[src/rtl/cache_pkg.sv]
// Shared definitions for the 4-way set-associative cache data path:
// default geometry, refill FSM states and the one-hot select check.
package cache_pkg;

    localparam int LINE_SIZE_BYTES = 32;
    localparam int WAYS            = 4;

    typedef enum logic [1:0] {
        IDLE    = 2'd0,
        COLLECT = 2'd1,
        WRITE   = 2'd2
    } fill_state_t;

    // True when exactly one bit is set; narrower selects are zero-extended.
    function automatic logic onehot_valid(input logic [31:0] i_vec);
        return (i_vec != 32'd0) && ((i_vec & (i_vec - 32'd1)) == 32'd0);
    endfunction

endpackage

[src/rtl/way_fill_writer.sv]
// Assembles a refill line from narrow beats, then strobes it for one cycle
// into the selected data way.
module way_fill_writer #(
    parameter int  LINE_SIZE_BYTES = cache_pkg::LINE_SIZE_BYTES,
    parameter int  WAYS            = cache_pkg::WAYS,
    parameter int  BEAT_BYTES      = 4,
    parameter int  SETS            = 64,
    localparam int IDX_W           = $clog2(SETS)
) (
    input  logic                         i_clk,
    input  logic                         i_rst,
    input  logic                         i_fill_start,
    input  logic [WAYS-1:0]              i_way_sel,
    input  logic [IDX_W-1:0]             i_index,
    input  logic                         i_abort,
    input  logic                         i_beat_valid,
    input  logic [BEAT_BYTES*8-1:0]      i_beat_data,
    output logic                         o_beat_ready,
    output logic [WAYS-1:0]              o_wr_en,
    output logic [IDX_W-1:0]             o_wr_index,
    output logic [LINE_SIZE_BYTES*8-1:0] o_wr_line,
    output logic                         o_busy,
    output logic                         o_done,
    output logic                         o_err
);
    import cache_pkg::*;

    localparam int LINE_W = LINE_SIZE_BYTES * 8;
    localparam int BEAT_W = BEAT_BYTES * 8;
    localparam int BEATS  = LINE_SIZE_BYTES / BEAT_BYTES;
    localparam int CNT_W  = (BEATS > 1) ? $clog2(BEATS) : 1;
    localparam logic [CNT_W-1:0] LAST_BEAT = CNT_W'(BEATS - 1);

    fill_state_t       r_state;
    logic [CNT_W-1:0]  r_cnt;
    logic [LINE_W-1:0] r_buf;
    logic [LINE_W-1:0] r_wr_line;
    logic [WAYS-1:0]   r_sel;
    logic [IDX_W-1:0]  r_index;
    logic [IDX_W-1:0]  r_wr_index;
    logic              r_err;

    logic              w_accept;
    logic              w_last;
    logic [LINE_W-1:0] w_line_next;

    // Abort gates ready so a beat offered in the abort cycle is never consumed.
    assign o_beat_ready = (r_state == COLLECT) && !i_abort;
    assign w_accept     = o_beat_ready && i_beat_valid;
    assign w_last       = w_accept && (r_cnt == LAST_BEAT);

    // NOTE: every always_comb output gets a default first, so no latch is inferred.
    always_comb begin
        w_line_next = r_buf;
        for (int k = 0; k < BEATS; k++) begin
            if (r_cnt == CNT_W'(k)) begin
                w_line_next[k*BEAT_W +: BEAT_W] = i_beat_data;
            end
        end
    end

    // NOTE: the line buffer is a flop array, not a RAM, so it takes a reset value.
    always_ff @(posedge i_clk or posedge i_rst) begin
        if (i_rst) begin
            r_state    <= IDLE;
            r_cnt      <= '0;
            r_buf      <= '0;
            r_wr_line  <= '0;
            r_sel      <= '0;
            r_index    <= '0;
            r_wr_index <= '0;
            r_err      <= 1'b0;
        end else begin
            r_err <= 1'b0;
            case (r_state)
                IDLE: begin
                    if (i_fill_start) begin
                        if (onehot_valid(32'(i_way_sel))) begin
                            r_sel   <= i_way_sel;
                            r_index <= i_index;
                            r_cnt   <= '0;
                            r_state <= COLLECT;
                        end else begin
                            r_err <= 1'b1;
                        end
                    end
                end
                COLLECT: begin
                    if (i_abort) begin
                        r_state <= IDLE;
                    end else if (w_accept) begin
                        r_buf <= w_line_next;
                        r_cnt <= r_cnt + 1'b1;
                        // Publish line and index together so they hold until the next write.
                        if (w_last) begin
                            r_wr_line  <= w_line_next;
                            r_wr_index <= r_index;
                            r_state    <= WRITE;
                        end
                    end
                end
                WRITE:   r_state <= IDLE;
                default: r_state <= IDLE;
            endcase
        end
    end

    assign o_wr_en    = (r_state == WRITE) ? r_sel : '0;
    assign o_done     = (r_state == WRITE);
    assign o_busy     = (r_state != IDLE);
    assign o_err      = r_err;
    assign o_wr_line  = r_wr_line;
    assign o_wr_index = r_wr_index;

endmodule
[config.mk]
export PLATFORM = sky130hd
export DESIGN_NAME = way_fill_writer
export DESIGN_NICKNAME = d
export VERILOG_FILES = /design/src/rtl/cache_pkg.sv /design/src/rtl/way_fill_writer.sv
export SDC_FILE = /design/constraint.sdc
export NUM_CORES = 1
export LEC_CHECK = 0
export BUFFER_PORTS_ARGS = -buffer_cell sky130_fd_sc_hd__buf_4
export CAP_MARGIN = 0
export CELL_PAD_IN_SITES_DETAIL_PLACEMENT = 1
export CELL_PAD_IN_SITES_GLOBAL_PLACEMENT = 2
export CORE_MARGIN = 2
export CORE_UTILIZATION = 38
export CTS_CLUSTER_DIAMETER = 50
export DETAILED_ROUTE_END_ITERATION = 6
export GPL_TIMING_DRIVEN = 0
export PLACE_DENSITY = 0.89
export REMOVE_ABC_BUFFERS = 1
export SLEW_MARGIN = 15
export SYNTH_ARGS = -nofsm -noshare
export SYNTH_HDL_FRONTEND = slang
export SYNTH_SLANG_ARGS = --single-unit
[constraint.sdc]
create_clock -name i_clk -period 17.6 [get_ports i_clk]
set_input_delay 0 -clock i_clk [delete_from_list [all_inputs] [get_ports i_clk]]
set_output_delay 0 -clock i_clk [all_outputs]
set_load 0.05 [all_outputs]
Word-level counts from Yosys, hierarchy flattened
Index checks and enable logic that the tools add are counted.
{"block": "op_classes", "addsub": 2, "n_eq_ne": 15, "n_mux": 23, "bitwise_logic": 2, "n_reduce_logical": 16}
{"operator": "$mux 32", "n": 8}
{"operator": "$and 4x32->32", "n": 1}
{"operator": "$logic_not 32->1", "n": 1}
{"operator": "$eq 3x3->1 const B", "n": 4}
{"operator": "$mux 3", "n": 4}
{"operator": "$mux 2", "n": 5}
{"operator": "$ne 2x2->1 const B", "n": 4}
{"operator": "$reduce_and 4->1", "n": 2}
{"operator": "$eq 3x2->1 const B", "n": 2}
{"operator": "$ne 3x3->1 const B", "n": 2}
{"operator": "$pmux 3 s2", "n": 1}
{"operator": "$reduce_and 3->1", "n": 2}
{"operator": "$reduce_and 5->1", "n": 1}
{"operator": "$sub 4x1->5 const B", "n": 1}
{"operator": "$logic_and 1x1->1", "n": 4}
{"operator": "$mux 4", "n": 1}
{"operator": "$pmux 2 s2", "n": 1}
{"operator": "$reduce_bool 2->1", "n": 2}
{"operator": "$reduce_bool 4->1", "n": 1}
{"operator": "$add 3x1->3 const B", "n": 1}
{"operator": "$eq 3x1->1 const B", "n": 1}
{"operator": "$logic_not 3->1", "n": 1}
{"operator": "$mux 1", "n": 3}
{"operator": "$eq 2x1->1 const B", "n": 1}
{"operator": "4 further kinds", "n": 4}
{"block": "word_totals", "ff_bits": 534, "inputBits": 47, "output_inout_bits": 270, "elab_cells": 66}

Logic depth before layout (Yosys ltp)
{"block": "depth", "ltp_word": 8, "depth_mapped": 9, "depth_no_buf": 6}

Least setup slack after synthesis
No wires, ideal clock.
{"block": "synth_timing", "path_type": "register -> register", "from": "register r_state[1]", "to": "register r_state[0]", "setup_ns": 0.069, "arrival_ns": 1.817, "required_ns": 17.531, "path_slack_ns": 15.714, "path_stages_with_launch": 3, "path_buffers": 0, "synth_period_minus_slack_ns": 1.886, "path_cell_list": "dfrtp_1 nor3b_1 a21o_1"}
{"block": "synth_between", "elab_chain_cells": 6, "elab_cells_between_ends": 11}
{"element": "start, declared", "line_no": "way_fill_writer.sv:34", "source": "fill_state_t r_state;"}
{"element": "start signal, assigned", "line_no": "way_fill_writer.sv:65", "source": "r_state <= IDLE;"}
{"element": "start signal, assigned", "line_no": "way_fill_writer.sv:82", "source": "r_state <= COLLECT;"}
{"element": "start signal, assigned", "line_no": "way_fill_writer.sv:90", "source": "r_state <= IDLE;"}
{"element": "$eq 2x1->1 *", "line_no": "way_fill_writer.sv:48", "source": "assign o_beat_ready = (r_state == COLLECT) && !i_abort;"}
{"element": "$logic_and 1x1->1 *", "line_no": "way_fill_writer.sv:48"}
{"element": "named net o_beat_ready", "line_no": "way_fill_writer.sv:18", "source": "output logic o_beat_ready,"}
{"element": "$logic_and 1x1->1 *", "line_no": "way_fill_writer.sv:49", "source": "assign w_accept = o_beat_ready && i_beat_valid;"}
{"element": "$logic_and 1x1->1", "line_no": "way_fill_writer.sv:50", "source": "assign w_last = w_accept && (r_cnt == LAST_BEAT);"}
{"element": "$ne 3x3->1 (no line)"}
{"element": "$reduce_and 4->1 (no line) *"}
The timed path passes the listed nets; every way through them passes the cells marked *.
A chain may end at the register's enable or synchronous reset.

Worst setup path in the final report
{"block": "layout_timing", "from": "register r_state[1]", "to": "register r_buf[151]"}
{"block": "layout_between", "elab_chain_cells": 4}
{"element": "$eq 2x1->1 *", "line_no": "way_fill_writer.sv:48, way_fill_writer.sv:75"}
{"element": "$logic_and 1x1->1", "line_no": "way_fill_writer.sv:48"}
{"element": "$logic_and 1x1->1", "line_no": "way_fill_writer.sv:49"}
{"element": "$reduce_and 3->1 (no line) *"}
{"element": "end signal, assigned", "line_no": "way_fill_writer.sv:92", "source": "r_buf <= w_line_next;"}
{"element": "end, declared", "line_no": "way_fill_writer.sv:36", "source": "logic [LINE_W-1:0] r_buf;"}
Every way passes the cells marked *; elsewhere a longest branch is shown, timed or not.

==> run metrics <==
status completed; DRT Pass-1 Iters 4; register area share after synthesis 0.592; share of cells above drive strength 1 0.299; Main synth FF type dfrtp_1; P_int 0.00223 W; crit-path leading delay family simple AND/OR/NAND/NOR gates; Worst VDD drop 75.8 uV; setup ws final 14,590 ps; Slew HR 0.299; mux cell area share after synthesis 0.241; max-slew violations 0; r2r worst-path depth 3; vias per inst 5.03; Setup WS pre-CTS 14,600 ps; Levels on crit path 3; met1 Track Usage GR 0.264; die area 57,800 um^2; highest clock rate 332 MHz; Synth Area in Adders 0.00354; CP Class reg2reg; hold crit path type in2reg; CTS Buf Count 59; top-level port count 317; crit-path max FO 32; slowest library cell on the worst path and4bb_1; hold slack 182 ps; site row count 86; logic gate share of total power 0.130; largest net degree at the start of global routing 153; Sw Ratio 0.248; fin cells 2,820; port bufs 316; width of the die 240 um; endpoints failing setup 0; largest family of logic cells by synthesized area multiplexers; top post-synthesis cells by area dfrtp_1 59%, mux2i_1 11%, nand2_1 6.1%; DRC 0; CTS H-Tree Depth 2; RSZ-0062 raised after global routing no; Synth Area per Inst 12.3 um^2; via count 14,179; final antenna-violating net count 0; buffers and inverters on the worst path 0; GRT overflow 0; area growth from synthesis to layout 26.6%; met2 GRT Util 0.348; complex-gate fraction of the synthesized area 0.0553; CTS tree yes; cell chosen for the clock root clkbuf_16; crit start category register; multi-input logic area 7970 um^2; CTS clock-pin slew for the worst setup and hold paths 60 ps; Hold Path Cell Cnt 3; Core Area 55,200 um^2; CP endpoint kind register; post-DR wirelength/cell 20.9 um; Psw 0.000738 W; Fillers 5,664; Synth area leader dfrtp_1; Skew-Pair Late Insertion Delay 600 ps; Synth top area share 0.592; clock network fraction of total power 0.425; max incr delay on CP 950 ps; drt total wl 58.9 mm; Final Skew 21.0 ps; slew of the pin with the lowest slew margin 1050 ps; post-CTS setup buffer count 0; fin crit share 0.171; Tmin final 3010 ps; dpl cells 2,662; P_leak 14.0 nW; commonest non-fill, non-tap cells in the layout 502 x dfrtp_1, 341 x nand2_1, 316 x buf_4, 227 x o21ai_0, 225 x mux2i_1; diode count 0; Final Hold Fails 0; Synth Area in XOR/XNOR 0.000825; Worst EP arrival 3480 ps; Async S/R FF share, synth 1.00; Ys Warns 0; CP Data Required Time 18,070 ps; max cap viols 0; met3 usage 0.0452; register area 12,600 um^2; Clock Path Buffers 3; Final Instance Area 26,900 um^2; HPWL after DPL 35.2 mm; crit path cell chain and4bb_1 -> nand3_4 -> mux2_4; height of the die 240 um; initial antenna violation count 0; flops & latches, synth 502; most used routing layer met2; Pwr Density 111 nW/um^2; RePlAce Congestion 0.724; Post-Place Cell Area 24,400 um^2; Syn Std Cell Area 21,200 um^2; post-synthesis cell count 1,719; Initial DRC Count 733; Clock Sinks 502; first-pass GRT wire length 92.0 mm; Final Power 0.00297 W; vias in the first global route 15,661; Post-synth EDFFs 0; Distinct cells, synth 29; simple-gate share of the synthesized area 0.0709; initial cell density of the core 0.384; most common cell after layout, fill and taps aside dfrtp_1; sequential share of power 0.445; GRT Util Overall 0.206; NumNets Final 2,076
==> worst reg2reg max path, cell delays in order, from the launching register on <==
cell and delay (ps):
dfrtp_1 410, and4bb_1 950, nand3_4 900, mux2_4 620
==> repair_timing <==
| action | CTS | global route |
|---|---|---|
| hold endpoints to repair | 619 | 0 |
| resized for setup | 0 | 0 |
| hold buffers | 48 | 0 |
==> synthesized netlist by cell type, drive strengths merged, types with 4 or more instances <==
master  number
and2         4
buf         82
clkbuf      58
dfrtp      502
ha           6
inv          8
mux2       234
mux2i      225
nand2      348
nand3        4
nor2b        5
o21ai      227
==> path summary, 6_finish.rpt <==
kind,startpoint,to,slack [ps]
setup / recovery,r_state[1]$_DFFE_PP0P_,r_buf[151]$_DFFE_PP0P_,14590
hold / removal,i_index[3],r_index[3]$_DFFE_PP0P_,180
setup reg to reg,r_state[1]$_DFFE_PP0P_,r_buf[151]$_DFFE_PP0P_,14590
hold reg to reg,o_wr_line[114]$_DFFE_PP0P_,o_wr_line[114]$_DFFE_PP0P_,480
max in group asynchronous,i_rst,r_buf[16]$_DFFE_PP0P_,15190
min in group asynchronous,i_rst,o_wr_line[136]$_DFFE_PP0P_,550
==> kinds of logic (layout without fill, tap and decap cells) <==
kind of cell    Yosys count  after routing
flops                   502            502
mux                     459            459
simple gates            370            370
compound gates          232            232
buf+inv                 148            501
fa+ha+maj                 6              6
xor+xnor                  2              2
==> routing by layer <==
layer | vias to the layer above | wire length [um]
li1 | 6465 | -
met4 | 0 | 1600
met2 | 288 | 29000
met3 | 102 | 3140
met1 | 7324 | 25100
met5 | - | 0
==> power groups by stage <==
stage          sequential [W]  clock (W)  combinational, W
2_1_floorplan         0.00133          0          0.000262
3_3_place_gp          0.00133          0          0.000357
3_5_place_dp          0.00134          0          0.000378
4_1_cts               0.00132    0.00129          0.000390
5_1_grt               0.00134    0.00134          0.000419
6_report              0.00132    0.00126          0.000385
==> sequential cells by signal (all words and copies together) (netlist names) <==
signal / flops
o_err: 1
o_wr_index: 6
o_wr_line: 256
r_buf: 224
r_cnt: 3
r_index: 6
r_sel: 4
r_state: 2
==> final cells by class <==
class | count | share of cell area
Tap cell | 748 | 0.0348
Clock buffer | 84 | 0.0649
Multi-Input combinational cell | 1069 | 0.297
Inverter | 8 | 0.00149
Timing Repair Buffer | 383 | 0.124
Sequential cell | 502 | 0.467
Clock inverter | 26 | 0.0112
==> per-stage QoR <==
step	TNS, ps	utilization
3_5_place_dp	0	0.441
2_1_floorplan	0	-
5_1_grt	0	0.487
4_1_cts	0	0.487
3_3_place_gp	-880070	0.431
6_report	0	0.487
Power figures use the tool's default switching activity.
